===== src/rtl/asm18_pkg.sv =====
`default_nettype none
// +--------------------------------------------------------------------------+
// | asm18_pkg : shared widths and reset vector for the asm18 processor core  |
// | Revision  : 1.0                                                          |
// +--------------------------------------------------------------------------+
package asm18_pkg;

    localparam int unsigned ASM18_ADDR_SIZE = 18;
    localparam int unsigned ASM18_WORD_SIZE = 18;

    typedef logic [ASM18_ADDR_SIZE-1:0] asm18_addr_t;

    localparam asm18_addr_t ASM18_RESET_ADDR = '0;

    // Counter width able to hold 0..depth inclusive.
    function automatic int unsigned fifo_count_width(input int unsigned depth);
        return $clog2(depth) + 1;
    endfunction

endpackage
`default_nettype wire


===== src/rtl/fetch_fifo.sv =====
`default_nettype none
// +--------------------------------------------------------------------------+
// | fetch_fifo : synchronous prefetch FIFO of {addr,word} entries with count |
// | Revision   : 1.0                                                         |
// +--------------------------------------------------------------------------+
module fetch_fifo
    import asm18_pkg::*;
#(
    parameter int unsigned DATA_W = 36,
    parameter int unsigned DEPTH  = 4,
    localparam int unsigned PTR_W = $clog2(DEPTH),
    localparam int unsigned CNT_W = fifo_count_width(DEPTH)
) (
    input  logic              clock,
    input  logic              reset,
    input  logic              flush,
    input  logic              push,
    input  logic [DATA_W-1:0] push_data,
    input  logic              pop,
    output logic [DATA_W-1:0] pop_data,
    output logic [CNT_W-1:0]  count
);

    logic [DATA_W-1:0] mem_q [DEPTH];
    logic [PTR_W-1:0]  wr_ptr_q, wr_ptr_d;
    logic [PTR_W-1:0]  rd_ptr_q, rd_ptr_d;
    logic [CNT_W-1:0]  count_q, count_d;
    logic              do_push, do_pop, clear;

    always_comb begin
        clear    = reset || flush;
        do_pop   = pop && (count_q != '0);
        do_push  = push && (count_q != CNT_W'(DEPTH));
        wr_ptr_d = wr_ptr_q;
        rd_ptr_d = rd_ptr_q;
        count_d  = count_q;
        if (clear) begin
            wr_ptr_d = '0;
            rd_ptr_d = '0;
            count_d  = '0;
        end else begin
            // Pointers wrap naturally because DEPTH is a power of two.
            if (do_push) wr_ptr_d = wr_ptr_q + PTR_W'(1);
            if (do_pop)  rd_ptr_d = rd_ptr_q + PTR_W'(1);
            if (do_push && !do_pop) count_d = count_q + CNT_W'(1);
            if (!do_push && do_pop) count_d = count_q - CNT_W'(1);
        end
    end

    always_ff @(posedge clock) begin
        wr_ptr_q <= wr_ptr_d;
        rd_ptr_q <= rd_ptr_d;
        count_q  <= count_d;
    end

    always_ff @(posedge clock) begin
        if (do_push && !clear) mem_q[wr_ptr_q] <= push_data;
    end

    assign pop_data = mem_q[rd_ptr_q];
    assign count    = count_q;

endmodule
`default_nettype wire


===== src/rtl/instr_fetch.sv =====
`default_nettype none
// +--------------------------------------------------------------------------+
// | instr_fetch : prefetching instruction fetch unit with redirect support   |
// | Revision    : 1.0                                                        |
// +--------------------------------------------------------------------------+
module instr_fetch
    import asm18_pkg::*;
#(
    parameter int unsigned          ADDR_SIZE  = ASM18_ADDR_SIZE,
    parameter int unsigned          WORD_SIZE  = ASM18_WORD_SIZE,
    parameter int unsigned          DEPTH      = 4,
    parameter logic [ADDR_SIZE-1:0] RESET_ADDR = ADDR_SIZE'(ASM18_RESET_ADDR)
) (
    input  logic                 clock,
    input  logic                 reset,
    output logic [ADDR_SIZE-1:0] code_addr,
    output logic                 code_rd,
    input  logic [WORD_SIZE-1:0] code_word,
    input  logic                 redirect,
    input  logic [ADDR_SIZE-1:0] redirect_addr,
    output logic                 instr_valid,
    output logic [WORD_SIZE-1:0] instr_word,
    output logic [ADDR_SIZE-1:0] instr_addr,
    input  logic                 instr_ready
);

    localparam int unsigned CNT_W   = fifo_count_width(DEPTH);
    localparam int unsigned ENTRY_W = ADDR_SIZE + WORD_SIZE;

    logic [ADDR_SIZE-1:0] fptr_q, fptr_d;
    logic [ADDR_SIZE-1:0] inflight_addr_q, inflight_addr_d;
    logic                 inflight_q, inflight_d;
    logic [CNT_W-1:0]     count, occupancy;
    logic                 push, pop;
    logic [ENTRY_W-1:0]   head;

    always_comb begin
        instr_valid = !reset && (count != '0);
        // Credit check uses start-of-cycle state only; a same-cycle pop frees no slot.
        occupancy   = count + CNT_W'(inflight_q);
        code_rd     = !reset && !redirect && (occupancy < CNT_W'(DEPTH));
        push        = inflight_q && !redirect;
        pop         = instr_valid && instr_ready;
        inflight_d      = code_rd;
        inflight_addr_d = fptr_q;
        fptr_d          = fptr_q;
        if (reset) begin
            fptr_d = RESET_ADDR;
        end else if (redirect) begin
            fptr_d = redirect_addr;
        end else if (code_rd) begin
            fptr_d = fptr_q + ADDR_SIZE'(1);
        end
    end

    always_ff @(posedge clock) begin
        fptr_q          <= fptr_d;
        inflight_q      <= inflight_d;
        inflight_addr_q <= inflight_addr_d;
    end

    fetch_fifo #(
        .DATA_W (ENTRY_W),
        .DEPTH  (DEPTH)
    ) u_fifo (
        .clock     (clock),
        .reset     (reset),
        .flush     (redirect),
        .push      (push),
        .push_data ({inflight_addr_q, code_word}),
        .pop       (pop),
        .pop_data  (head),
        .count     (count)
    );

    assign code_addr  = fptr_q;
    assign instr_addr = head[ENTRY_W-1:WORD_SIZE];
    assign instr_word = head[WORD_SIZE-1:0];

endmodule
`default_nettype wire

===== config.mk =====
export PLATFORM = sky130hd
export DESIGN_NAME = instr_fetch
export DESIGN_NICKNAME = d
export VERILOG_FILES = /design/src/rtl/asm18_pkg.sv /design/src/rtl/fetch_fifo.sv /design/src/rtl/instr_fetch.sv
export SDC_FILE = /design/constraint.sdc
export NUM_CORES = 1
export LEC_CHECK = 0
export ABC_AREA = 1
export CAP_MARGIN = 20
export CELL_PAD_IN_SITES_DETAIL_PLACEMENT = 1
export CELL_PAD_IN_SITES_GLOBAL_PLACEMENT = 2
export CORE_MARGIN = 2
export CORE_UTILIZATION = 37
export DETAILED_ROUTE_END_ITERATION = 6
export PLACE_DENSITY_LB_ADDON = 0.1
export SETUP_SLACK_MARGIN = 0.2
export SLEW_MARGIN = 20
export SYNTH_ARGS = -nofsm -noshare
export SYNTH_HDL_FRONTEND = slang
export SYNTH_HIERARCHICAL = 1
export SYNTH_SLANG_ARGS = --single-unit

===== constraint.sdc =====
create_clock -name clock -period 4.4 [get_ports clock]
set_clock_uncertainty 0.05 [all_clocks]
set_input_delay 0.88 -clock clock [delete_from_list [all_inputs] [get_ports clock]]
set_output_delay 0.88 -clock clock [all_outputs]
set_load 0.02 [all_outputs]

==> flow_summary.toml <==
[worst_setup_path]
cp_max_fo = 72
crit_arrival_ps = 2880
crit_type = "reg -> out"
crit_path_max_incr_delay_ps = 1000
cp_cell_sequence = "inv_6 -> o21ai_0 -> o22ai_1 -> clkdlybuf4s50_1"
critPathCaptureType = "output pin"
cp-start-kind = "register"
cpMaxStageDelayCell = "dfxtp_2"
cp.required_ps = 3470

[clocking]
numCtsBuffers = 17
cts_hold_buf = 0
clkTransAtPathRegs_ps = 70
ctsResizeCount = 0
clk_latency_ps = 430
cts.sinks = 190
cts_root_buf = "clkbuf_16"
cts_tree = "built"
cts_setup_buffers = 0
cts_max_level = 4
clockBufferDepth = 2

[logic_synthesis]
synth_top_cell_by_area = "edfxtp_1"
syn_inst = 668
ys_seq_area_frac = 0.686
yosys_warnings = 6
ys_types = 34
ys_top_cells_by_area = "edfxtp_1 (57%), dfxtp_1 (12%), nor2_1 (5.4%)"
synth_edf_count = 144
syn_area_sq_um = 7640
synth.avg_cell_area_sq_um = 11.4
yosysMostFrequentCell = "edfxtp_1"
synth-main-ff-cell = "edfxtp_1"
ys_seq_elements = 190
synth_top_area_share = 0.566
synth_common_cells = "edfxtp_1 (144), nor2_1 (110), nand2_1 (88)"
async_reset_ff_frac = 0
synth_nets = 715

[drt]
wire_per_inst_um = 17.3
dr.pass1.iters = 5
routed_wirelength_um = 18100
wl_met3_um = 653
drcViolationCount = 0
wl_met1_um = 8250
vias_per_cell = 4.90
met2_length_um = 8960
via_count = 5128
first_iter_violations = 229
antenna_left = 0
routed.top_layer = "met4"

[floorplan]
dieArea_sq_um = 21800
row_count = 52
die_w_um = 148
io_pins = 96
floorplan.initialDensity = 0.378
core_sq_um = 20200
fp.dieH_um = 148

[cells_and_area]
antenna_cells = 0
stdcell_area_sq_um = 9400
layout.nets = 811
drive_gt1_frac = 0.0888
syn_to_final_growth_pct = 23.0

[timing]
clock.fmax_mhz = 263
max_slew_margin = 0.326
finalCritPeriodShare = 0.865
rsz0062_at_grt = "no"
final.setup.tns_ps = 0
drv_slew = 0
finalHoldViolCount = 0
tightest_slew_ps = 1010
setup_slack_ps = 594
fin_crit_ps = 3810
finalSetupViolations = 0

[power]
p_leak_uw = 0.00334
p_total_uw = 3670
ir_drop_mv = 0.293
powerDensity_nw_per_um2 = 390

[grt]
antenna_found_initial = 0
grtUsageTotal = 0.174
overflow = 0
grt_max_degree = 73
grt_pass1_vias = 5422
grt_pass1_wl_um = 29300

[status]
status = "complete, no violations"

[place]
globalplace.congestion = 0.750
dp_hpwl_um = 11500
port_buffers = 95
placement.cell_area_sq_um = 8820
post-place-ws_ps = 953

[job]
cap_viol_max_count = 0

[worst_hold_path]
min_path_type = "reg -> reg"
==> power by group <==
group | switching (uW) | leakage, uW | internal (uW) | total, uW
registers | 36.1 | 0.00172 | 1950 | 1990
clock network | 709 | 0.000281 | 800 | 1510
logic | 87.0 | 0.00134 | 80.2 | 167
total | 832 | 0.00334 | 2830 | 3670
==> registers in the layout (all words and copies together), names as in the netlist, named ones only <==
signal and flops:
code_addr 18, inflight_addr_q 18, inflight_q 1, u_fifo/count 3, u_fifo/mem_q 144, u_fifo/rd_ptr_q 2, u_fifo/wr_ptr_q 2
==> critical path: cells and delay by family, from the launching register on <==
family	cells	cell delay (ps)
flops	1	1000
buf+inv	2	990
compound gates	2	430
==> cell families after synthesis <==
group,after synthesis,share of synthesized area
buffers and inverters,76,0.0529
adder cells (fa/ha/maj),7,0.0124
XOR/XNOR,7,0.00802
AO/OA/AOI/OAI,137,0.0997
AND/OR/NAND/NOR,250,0.139
flip-flops,190,0.686
multiplexers,1,0.00131
==> cells in the final DEF (no fill, tap or decap), types with 7 or more instances in the layout <==
cell / netlist / routed
a21oi_1: 16 / 16
buf_4: 5 / 10
clkbuf_16: 0 / 17
clkdlybuf4s50_1: 0 / 95
dfxtp_1: 46 / 45
edfxtp_1: 144 / 144
inv_1: 44 / 44
nand2_1: 88 / 88
nand3_1: 30 / 30
nor2_1: 110 / 106
nor2_4: 5 / 9
o21ai_0: 17 / 17
o21ai_1: 61 / 61
o22ai_1: 36 / 36
xor2_1: 7 / 7
==> worst paths after layout <==
check / to / slack, ps / start / depth (start not counted)
setup / recovery: instr_addr[12] / 590 / register / 4
hold / removal: inflight_addr_q[17]$_DFF_P_ / 360 / code_addr[17]$_SDFFE_PP0P_ / 0
setup reg to reg: u_fifo/mem_q[0][32]$_DFFE_PP_ / 2040 / inflight_q$_DFF_P_ / 6
hold reg to reg: inflight_addr_q[17]$_DFF_P_ / 360 / code_addr[17]$_SDFFE_PP0P_ / 0
==> final cells by class <==
type / instances / area [sq um]
fill: 2166 / 10800
sequential: 190 / 5250
multi-input combinational: 402 / 2020
timing repair buffer: 105 / 1030
clock buffer: 17 / 425
tap: 270 / 338
inverter: 48 / 190
clock inverter: 15 / 151
==> per-layer routing <==
layer  global-route usage  vias to the layer above
li1                     -                     2517
met1                0.226                     2499
met2                0.294                       96
met3               0.0349                       16
met4               0.0558                        0
met5                    0                        -
==> per-stage QoR <==
stage	cells	hold slack, ps	util
after floorplan	668	388	-
after global placement	1015	346	0.436
after detailed placement	1015	354	0.436
after CTS	1047	364	0.465
after global routing	1047	386	0.465
final	1047	361	0.465
No activity file was read; power rests on OpenSTA's default activity.
